===== config.mk =====
export PLATFORM = sky130hd
export DESIGN_NAME = tmr_arb_flat
export DESIGN_NICKNAME = d
export VERILOG_FILES = /design/src/rtl/tmr_arb_if.sv /design/src/rtl/tmr_arb.sv /design/src/flat_wrapper.sv
export SDC_FILE = /design/constraint.sdc
export NUM_CORES = 1
export LEC_CHECK = 0
export ABC_CLOCK_PERIOD_IN_PS = 5100
export CAP_MARGIN = 20
export CORE_MARGIN = 10
export CORE_UTILIZATION = 48
export CTS_BUF_LIST = sky130_fd_sc_hd__clkbuf_4 sky130_fd_sc_hd__clkbuf_8 sky130_fd_sc_hd__clkbuf_16
export CTS_CLUSTER_DIAMETER = 30
export DETAILED_ROUTE_END_ITERATION = 12
export PLACE_DENSITY = 0.95
export SLEW_MARGIN = 10
export SYNTH_ARGS = -nofsm -noshare
export SYNTH_HDL_FRONTEND = slang
export SYNTH_SLANG_ARGS = --single-unit

===== constraint.sdc =====
create_clock -name clk -period 5.1 [get_ports clk]
set_input_delay 1.02 -clock clk [delete_from_list [all_inputs] [get_ports clk]]
set_output_delay 1.02 -clock clk [all_outputs]
set_load 0.02 [all_outputs]

===== src/rtl/tmr_arb_if.sv =====
`default_nettype none
// =============================================================================
// Module  : tmr_arb_if
// Brief   : Request/delay/grant bundle between requesters and the shared timer.
// Revision: 1.0 - initial release
// =============================================================================
interface tmr_arb_if #(
    parameter int NUM_REQ = 4,
    parameter int CNT_W   = 32
);
    logic [NUM_REQ-1:0]       req;
    logic [NUM_REQ*CNT_W-1:0] delay;
    logic [NUM_REQ-1:0]       grant;
    logic [NUM_REQ-1:0]       done;
    logic                     busy;
    logic [2:0]               cur_id;

    modport master (
        output req, delay,
        input  grant, done, busy, cur_id
    );

    modport slave (
        input  req, delay,
        output grant, done, busy, cur_id
    );
endinterface
`default_nettype wire


===== src/rtl/tmr_arb.sv =====
`default_nettype none
// =============================================================================
// Module  : tmr_arb
// Brief   : Round-robin arbiter sharing one down-counter among NUM_REQ delays.
// Revision: 1.0 - initial release
// =============================================================================
module tmr_arb #(
    parameter int NUM_REQ = 4,
    parameter int CNT_W   = 32
) (
    input  logic       clk,
    input  logic       reset,
    tmr_arb_if.slave   bus
);

    localparam int PTR_W = (NUM_REQ > 1) ? $clog2(NUM_REQ) : 1;
    localparam logic [NUM_REQ-1:0] c_one = NUM_REQ'(1);

    typedef enum logic [1:0] {
        ST_IDLE  = 2'd0,
        ST_COUNT = 2'd1,
        ST_DONE  = 2'd2
    } state_t;

    state_t             state_q;
    logic [PTR_W-1:0]   ptr_q;
    logic [PTR_W-1:0]   own_q;
    logic [CNT_W-1:0]   cnt_q;
    logic [NUM_REQ-1:0] grant_q;
    logic [NUM_REQ-1:0] done_q;
    logic               busy_q;
    logic [2:0]         cur_id_q;

    logic [CNT_W-1:0]   dly [NUM_REQ];
    logic [PTR_W-1:0]   arb_win;
    logic [PTR_W-1:0]   arb_pos;
    logic               arb_vld;

    for (genvar i = 0; i < NUM_REQ; i++) begin : g_slice
        assign dly[i] = bus.delay[i*CNT_W +: CNT_W];
    end

    // Scan from farthest to nearest so the nearest set request after ptr wins.
    always_comb begin
        arb_win = '0;
        arb_pos = '0;
        arb_vld = |bus.req;
        for (int k = NUM_REQ; k >= 1; k--) begin
            arb_pos = PTR_W'((int'(ptr_q) + k) % NUM_REQ);
            if (bus.req[arb_pos]) begin
                arb_win = arb_pos;
            end
        end
    end

    always_ff @(posedge clk) begin
        if (reset) begin
            state_q  <= ST_IDLE;
            ptr_q    <= PTR_W'(NUM_REQ - 1);
            own_q    <= '0;
            cnt_q    <= '0;
            grant_q  <= '0;
            done_q   <= '0;
            busy_q   <= 1'b0;
            cur_id_q <= 3'd0;
        end else begin
            case (state_q)
                ST_IDLE: begin
                    done_q <= '0;
                    if (arb_vld) begin
                        state_q  <= ST_COUNT;
                        ptr_q    <= arb_win;
                        own_q    <= arb_win;
                        cnt_q    <= dly[arb_win];
                        grant_q  <= c_one << arb_win;
                        busy_q   <= 1'b1;
                        cur_id_q <= 3'(arb_win);
                    end
                end
                ST_COUNT: begin
                    if (!bus.req[own_q]) begin
                        state_q <= ST_IDLE;
                        grant_q <= '0;
                        busy_q  <= 1'b0;
                    end else if (cnt_q == '0) begin
                        state_q <= ST_DONE;
                        done_q  <= c_one << own_q;
                    end else begin
                        cnt_q <= cnt_q - 1'b1;
                    end
                end
                ST_DONE: begin
                    state_q <= ST_IDLE;
                    done_q  <= '0;
                    grant_q <= '0;
                    busy_q  <= 1'b0;
                end
                default: begin
                    state_q <= ST_IDLE;
                    done_q  <= '0;
                    grant_q <= '0;
                    busy_q  <= 1'b0;
                end
            endcase
        end
    end

    assign bus.grant  = grant_q;
    assign bus.done   = done_q;
    assign bus.busy   = busy_q;
    assign bus.cur_id = cur_id_q;

endmodule
`default_nettype wire


===== src/flat_wrapper.sv =====
// flat-port wrapper written by rule: the top's interface ports become plain ports
module tmr_arb_flat 
#(
    parameter int NUM_REQ = 4,
    parameter int CNT_W   = 32
)
  (clk, reset, bus_req, bus_delay, bus_grant, bus_done, bus_busy, bus_cur_id);
  tmr_arb_if #(.NUM_REQ(NUM_REQ), .CNT_W(CNT_W)) bus_i ();
  input  logic clk;
  input  logic reset;
  input wire logic [$bits(bus_i.req)-1:0] bus_req;
  input wire logic [$bits(bus_i.delay)-1:0] bus_delay;
  output wire logic [$bits(bus_i.grant)-1:0] bus_grant;
  output wire logic [$bits(bus_i.done)-1:0] bus_done;
  output wire logic [$bits(bus_i.busy)-1:0] bus_busy;
  output wire logic [$bits(bus_i.cur_id)-1:0] bus_cur_id;
  assign bus_i.req = bus_req;
  assign bus_i.delay = bus_delay;
  assign bus_grant = bus_i.grant;
  assign bus_done = bus_i.done;
  assign bus_busy = bus_i.busy;
  assign bus_cur_id = bus_i.cur_id;
  tmr_arb #(.NUM_REQ(NUM_REQ), .CNT_W(CNT_W)) u_core (.clk(clk), .reset(reset), .bus(bus_i));
endmodule

Word-level counts from Yosys, hierarchy flattened --
Cells that the tools add are included.
Storage, ports and cells: register bits after elaboration 47, logic and storage cells 69, input port bits 134
Cells by class: $lt $le $gt $ge 6, $add $sub $neg 5, reduce and logical (&&, ||, !) cells 10, muxes and demuxes 31, shift-type cells 2, eq/ne operators 6, bitwise logic cells 2
Operator list (number):
- 2-to-1 mux 32 bit | 5
- binary-select mux 32 bit (select 2 bit) | 1
- case mux 32 bit (2 select lines) | 1
- logical NOT 32 bit | 1
- subtractor 32 x 1 -> 32 bit, second input constant | 1
- < comparator 2 x 3 -> 1 bit, second input constant | 5
- 2-to-1 mux 2 bit | 7
- binary-select mux 1 bit (select 2 bit) | 5
- 2-to-1 mux 4 bit | 2
- case mux 4 bit (2 select lines) | 1
- AND reduction 2 bit | 4
- left shift 1 x 2 -> 4 bit, first input constant | 2
- 2-to-1 mux 1 bit | 7
- adder 2 x 1 -> 2 bit, second input constant | 2
- adder 2 bit, second input constant | 2
- inequality test 2 x 1 -> 1 bit, second input constant | 2
- inequality test 2 bit, second input constant | 2
- case mux 2 bit (2 select lines) | 1
- AND reduction 4 bit | 1
- OR reduction 4 bit | 1
- >= comparator 3 bit, second input constant | 1
- inequality test 3 bit, second input constant | 1
- inverter 2 -> 3 bit | 1
- equality test 2 x 1 -> 1 bit, second input constant | 1
- other kinds (5) | 5

Logic depth before layout (Yosys ltp) --
depth in word-level cells 13, depth in mapped cells 10

Worst setup path before layout --
OpenSTA, ideal clock, no wires.
kind input to register, start point input bus_req[3], end point register u_core.cnt_q[18], data required time 4969 ps, setup time 131 ps, stages 7, data arrival time 2783 ps, path slack 2186 ps, cell sequence nor2b_1 -> o21a_1 -> nor3_1 -> buf_2 -> mux2_2 -> a311oi_1 -> o32ai_1
On the way: word-level cells in the longest chain between the ends 12, elaborated cells on any way between the ends 24, those cells by class eq/ne (2); mux (19); bitwise (1); reduce/logical (2)
Ends and longest elaborated chain:
- start, declared | RTL line flat_wrapper.sv:11 | input wire logic [$bits(bus_i.req)-1:0] bus_req;
- binary-select mux 1 bit (select 2 bit) | RTL line tmr_arb.sv:50 | if (bus.req[arb_pos]) begin
- 2-to-1 mux 1 bit (not written as such) | RTL line tmr_arb.sv:50
- 2-to-1 mux 2 bit (4 in series) | RTL line tmr_arb.sv:50
- inverter 2 -> 3 bit (not written as such) | RTL line tmr_arb.sv:74 | cnt_q <= dly[arb_win];
- binary-select mux 32 bit (select 2 bit) | RTL line tmr_arb.sv:74
- 2-to-1 mux 32 bit (not written as such) (2 in series) | RTL line tmr_arb.sv:74
- 2-to-1 mux 32 bit | RTL line tmr_arb.sv:70 | if (arb_vld) begin
- case mux 32 bit (2 select lines) | RTL line tmr_arb.sv:67 | case (state_q)
- end signal, assigned | RTL line tmr_arb.sv:74
- end signal, assigned | RTL line tmr_arb.sv:89 | cnt_q <= cnt_q - 1'b1;
- end, declared | RTL line tmr_arb.sv:28 | logic [CNT_W-1:0] cnt_q;
Parallel ways exist; a longest one is shown, timed or not. The select of a mux whose other input is x is not followed. A chain may end at the register's enable or synchronous reset.

Worst setup path after layout --
start point input bus_req[1], end point register u_core.cnt_q[27]
The elaborated chain is that of the path after synthesis.

==> results by stage <==
Cells and area:
- The signed area change from the synthesized netlist to the final layout is 42.7%.
- Of the cells placed in the final design, the portion with a size suffix greater than 1 is 0.0639.
- The utilization after layout is 0.700.
- The count of nets after finishing is 729.
- The number of antenna diodes in the final layout is 0.

Clock network:
- The buffer type at the clock tree root is sky130_fd_sc_hd__clkbuf_8.
- At the later pin of the worst-skew pair, clock insertion delay measures 0.31 ns.
- The number of setup buffers added after CTS is 0.
- After clock tree synthesis, the clock-pin slew on the worst setup and hold paths is 0.10 ns.
- In this run the deepest clock path goes through 2 buffers.
- The total number of H-tree levels is 2.
- The clock tree from TritonCTS is built.
- The post-cts repair resize count is 0.
- TritonCTS created 5 clock buffers.
- The number of buffers inserted by hold repair at cts is 0.
- The clock sink count is 47.

Drt:
- The first TritonRoute pass finished after 5 iterations.
- In the final routed layout, each cell accounts on average for 19.8 um.
- The total detailed-routing wirelength is 13.8 mm.
- The residual DRC count is 0.
- The vias per cell is 6.23.
- The total vias in the final route is 4,339.
- The count of antenna-violating nets left after detailed routing is 0.
- The number of design-rule violations left by the first detailed-router iteration is 354.

Die:
- The die covers 0.0118 sq mm.
- From left edge to right edge, the die measures 108 um.
- The starting utilization of the core area is 0.491.
- 146 I/O pins were placed.
- The die span in y is 108 um.
- After floorplanning, the core was sized to cover 0.00765 sq mm.
- The count of standard-cell rows is 32.

Timing:
- The post-route clock period utilization is 0.707.
- The final sum of negative setup slack is 0 ns.
- The number of pins exceeding their max-slew limit in the final report is 0.
- Setup violations remaining at the end of the flow were counted as 0.
- The fmax is 277 MHz.
- The number of hold violations in the final report is 0.
- Between clock sinks in the finished design, the worst skew comes to 0.00548 ns.
- The slew at the pin closest to its max-slew limit is 1.11 ns.
- Setup repair after global routing left no endpoint under its margin.
- The normalized max-slew margin is 0.250.
- After layout, the minimum clock period comes to 3.61 ns.

Setup path:
- The type of element capturing the critical path is a register.
- The beginning of the worst register-to-register path is u_core.cnt_q[2].
- The critical path is of the in2reg type.
- The endpoint of the worst-slack reg-to-reg timing path is u_core.cnt_q[14].
- Setup slack on the worst reg-to-reg path comes out at 1.80 ns.
- The cell depth of the worst flop-to-flop path is 6.
- The worst-path maximum fanout is 27.
- The worst setup path is launched from an input pin.
- At the worst endpoint, the required time is 5.28 ns.
- For the worst setup path, the data arrival time is 3.79 ns.

Place:
- Summed over all nets, the half-perimeter wirelength after detailed placement is 10.7 mm.
- The congestion estimate from routability-driven global placement came to 0.885.
- The count of buffers inserted at the top-level ports is 144.

Yosys:
- The portion of synthesized cell area occupied by the leading cell type is 0.251.
- Synthesis handed over a netlist of 472 instances.
- After synthesis the netlist holds a flip-flop and latch count of 47.
- The share of synthesized area occupied by flip-flops and latches is 0.251.
- The distinct cell type count of the synthesized netlist is 65.
- After synthesis, the mean cell area works out to 7.95 sq um.
- In the post-synthesis netlist, the biggest area contributors are sky130_fd_sc_hd__dfxtp_1, sky130_fd_sc_hd__mux2i_1, sky130_fd_sc_hd__a21oi_1.
- The cell type contributing the most total cell area after synthesis is sky130_fd_sc_hd__dfxtp_1.
- The most instantiated flip-flop cell in the synthesis netlist is sky130_fd_sc_hd__dfxtp_1.
- The total of warnings raised by yosys is 0.
- The share of flip-flops with an asynchronous set or reset after synthesis is 0.
- Yosys mapped a number of flops with a built-in enable equal to 0.
- Synthesis produced a netlist with a net count of 607.
- The cell area after technology mapping is 0.00375 sq mm.

Global routing:
- The wire length of the first global-routing pass is 21.1 mm.
- The global route total overflow is 0.
- For this run, the total global-route usage over all layers was measured as 0.218.
- The maximum number of pins on one net before global-route repair is 48.
- The initial antenna violation count is 0.
- The via count of the first global-routing pass came to 4,236.

Job:
- Across the run, the number of max-cap violations was 0.

Power:
- Dividing total power by cell area gives a power density of 265 mW/mm^2.
- The worst-case vdd ir drop is 0.136 mV.
- The leakage component of the power is 2.02 nW.
- The final total power is 1.42 mW.

Worst hold path:
- The cell count of the worst hold path is 2.
- The launch point of the worst hold path is u_core.bus.done[2].
- The worst-case hold path end point is u_core.bus.done[2].
- The classification of the worst-slack hold path is reg2reg.

Run status:
- The flow ran to the end, and the final reports show no timing, DRC or antenna violations.
==> metal layers <==
layer / part of all wire / track usage / vias to the layer above / routed length, um
li1: - / - / 2057 / -
met1: 0.41 / 0.259 / 2023 / 5590
met2: 0.49 / 0.383 / 239 / 6820
met3: 0.087 / 0.0529 / 20 / 1200
met4: 0.013 / 0.0556 / 0 / 175
met5: 0 / 0 / - / 0
==> synth_stat cells, types with 5 or more instances <==
| master | n |
|---|---|
| sky130_fd_sc_hd__nand3_1 | 10 |
| sky130_fd_sc_hd__or4_1 | 7 |
| sky130_fd_sc_hd__clkbuf_1 | 24 |
| sky130_fd_sc_hd__a211o_1 | 10 |
| sky130_fd_sc_hd__buf_2 | 8 |
| sky130_fd_sc_hd__or3_1 | 8 |
| sky130_fd_sc_hd__mux2i_1 | 49 |
| sky130_fd_sc_hd__a22oi_1 | 6 |
| sky130_fd_sc_hd__dfxtp_1 | 47 |
| sky130_fd_sc_hd__nor2_1 | 34 |
| sky130_fd_sc_hd__o31a_1 | 13 |
| sky130_fd_sc_hd__a21oi_1 | 34 |
| sky130_fd_sc_hd__nor4_1 | 7 |
| sky130_fd_sc_hd__o21a_1 | 5 |
| sky130_fd_sc_hd__nand4_1 | 7 |
| sky130_fd_sc_hd__inv_1 | 12 |
| sky130_fd_sc_hd__o211ai_1 | 8 |
| sky130_fd_sc_hd__nand2_1 | 35 |
| sky130_fd_sc_hd__o21ai_0 | 18 |
| sky130_fd_sc_hd__nand2b_1 | 10 |
| sky130_fd_sc_hd__nor3_1 | 12 |
| sky130_fd_sc_hd__mux2_2 | 9 |
| sky130_fd_sc_hd__a211oi_1 | 12 |
| sky130_fd_sc_hd__nor2b_1 | 9 |
| sky130_fd_sc_hd__a31oi_1 | 8 |
| sky130_fd_sc_hd__nor3b_1 | 7 |
==> final cells by class <==
class                   count  area [sq um]
multi-input cells         378          2630
fillers                   609          2290
repair buffers            150          1500
flip-flops and latches     47           941
well taps                 102           128
clock buffers               5          68.8
clock inverters             3          46.3
inverters                  12          45.0
==> worst max-delay path by stage <==
stage	startpoint	endpoint	slack, ns	depth (start not counted)
after global placement	bus_req[1]	u_core.cnt_q[27]	1.30	8
after global routing	bus_req[1]	u_core.cnt_q[27]	1.28	8
after floorplan	bus_req[3]	u_core.cnt_q[18]	2.19	7
after CTS	bus_req[1]	u_core.cnt_q[27]	1.56	8
final	bus_req[1]	u_core.cnt_q[27]	1.49	8
after detailed placement	bus_req[1]	u_core.cnt_q[27]	1.23	8
==> registers in the layout, summed over array words and instances (netlist names) <==
register	count
u_core.cnt_q	32
u_core.bus.done	4
u_core.bus.grant	4
u_core.own_q	2
u_core.ptr_q	2
u_core.state_q	2
u_core.bus.busy	1
==> cells by family after synthesis <==
logic type / count (synthesis) / synth area share
and+or+nand+nor: 167 / 0.248
AOI/OAI and AO/OA: 150 / 0.281
muxes: 59 / 0.164
buffers and inverters: 47 / 0.0527
DFF: 47 / 0.251
adders and majority gates: 1 / 0.00333
other: 1 / 0.000999
==> report_power, final <==
| group | switching (mW) | total (mW) | internal, mW |
|---|---|---|---|
| combinational | 0.342 | 0.652 | 0.310 |
| sequential | 0.0574 | 0.478 | 0.420 |
| clock | 0.141 | 0.289 | 0.148 |
| total | 0.540 | 1.42 | 0.878 |
==> metrics by stage <==
stage | cell area [sq um] | hold slack [ns] | setup WS (ns) | instances
after floorplan | 3750 | 0.444 | 2.19 | 472
after global placement | 5220 | 0.441 | 1.30 | 688
after detailed placement | 5220 | 0.452 | 1.23 | 688
after CTS | 5340 | 0.466 | 1.56 | 696
after global routing | 5360 | 0.498 | 1.28 | 697
final | 5360 | 0.472 | 1.49 | 697
==> critical path, cell delays in order <==
cell and delay [ns]:
sky130_fd_sc_hd__clkdlybuf4s50_1 0.58, sky130_fd_sc_hd__nand2b_1 0.15, sky130_fd_sc_hd__a21oi_1 0.76, sky130_fd_sc_hd__nor3_2 0.13, sky130_fd_sc_hd__buf_4 0.29, sky130_fd_sc_hd__a2111oi_0 0.59
sky130_fd_sc_hd__o31a_1 0.22, sky130_fd_sc_hd__nor3_1 0.05
==> placed cells by master, fill, tap and decap left out, types with 4 or more instances in the layout <==
master                              n
sky130_fd_sc_hd__clkdlybuf4s50_1  144
sky130_fd_sc_hd__mux2i_1           49
sky130_fd_sc_hd__dfxtp_1           47
sky130_fd_sc_hd__nand2_1           35
sky130_fd_sc_hd__a21oi_1           34
sky130_fd_sc_hd__nor2_1            33
sky130_fd_sc_hd__o21ai_0           18
sky130_fd_sc_hd__o31a_1            13
sky130_fd_sc_hd__inv_1             12
sky130_fd_sc_hd__a211oi_1          12
sky130_fd_sc_hd__nor3_1            11
sky130_fd_sc_hd__nand2b_1          10
sky130_fd_sc_hd__a211o_1           10
sky130_fd_sc_hd__nand3_1           10
sky130_fd_sc_hd__nor2b_1            9
sky130_fd_sc_hd__mux2_2             9
sky130_fd_sc_hd__or3_1              8
sky130_fd_sc_hd__a31oi_1            8
sky130_fd_sc_hd__o211ai_1           8
sky130_fd_sc_hd__or4_1              7
sky130_fd_sc_hd__nor3b_1            7
sky130_fd_sc_hd__nand4_1            7
sky130_fd_sc_hd__nor4_1             7
sky130_fd_sc_hd__a22oi_1            6
sky130_fd_sc_hd__o21a_1             5
sky130_fd_sc_hd__clkbuf_8           5
sky130_fd_sc_hd__buf_4              5
sky130_fd_sc_hd__a32oi_1            4
No activity file was read; power rests on OpenSTA's default activity.
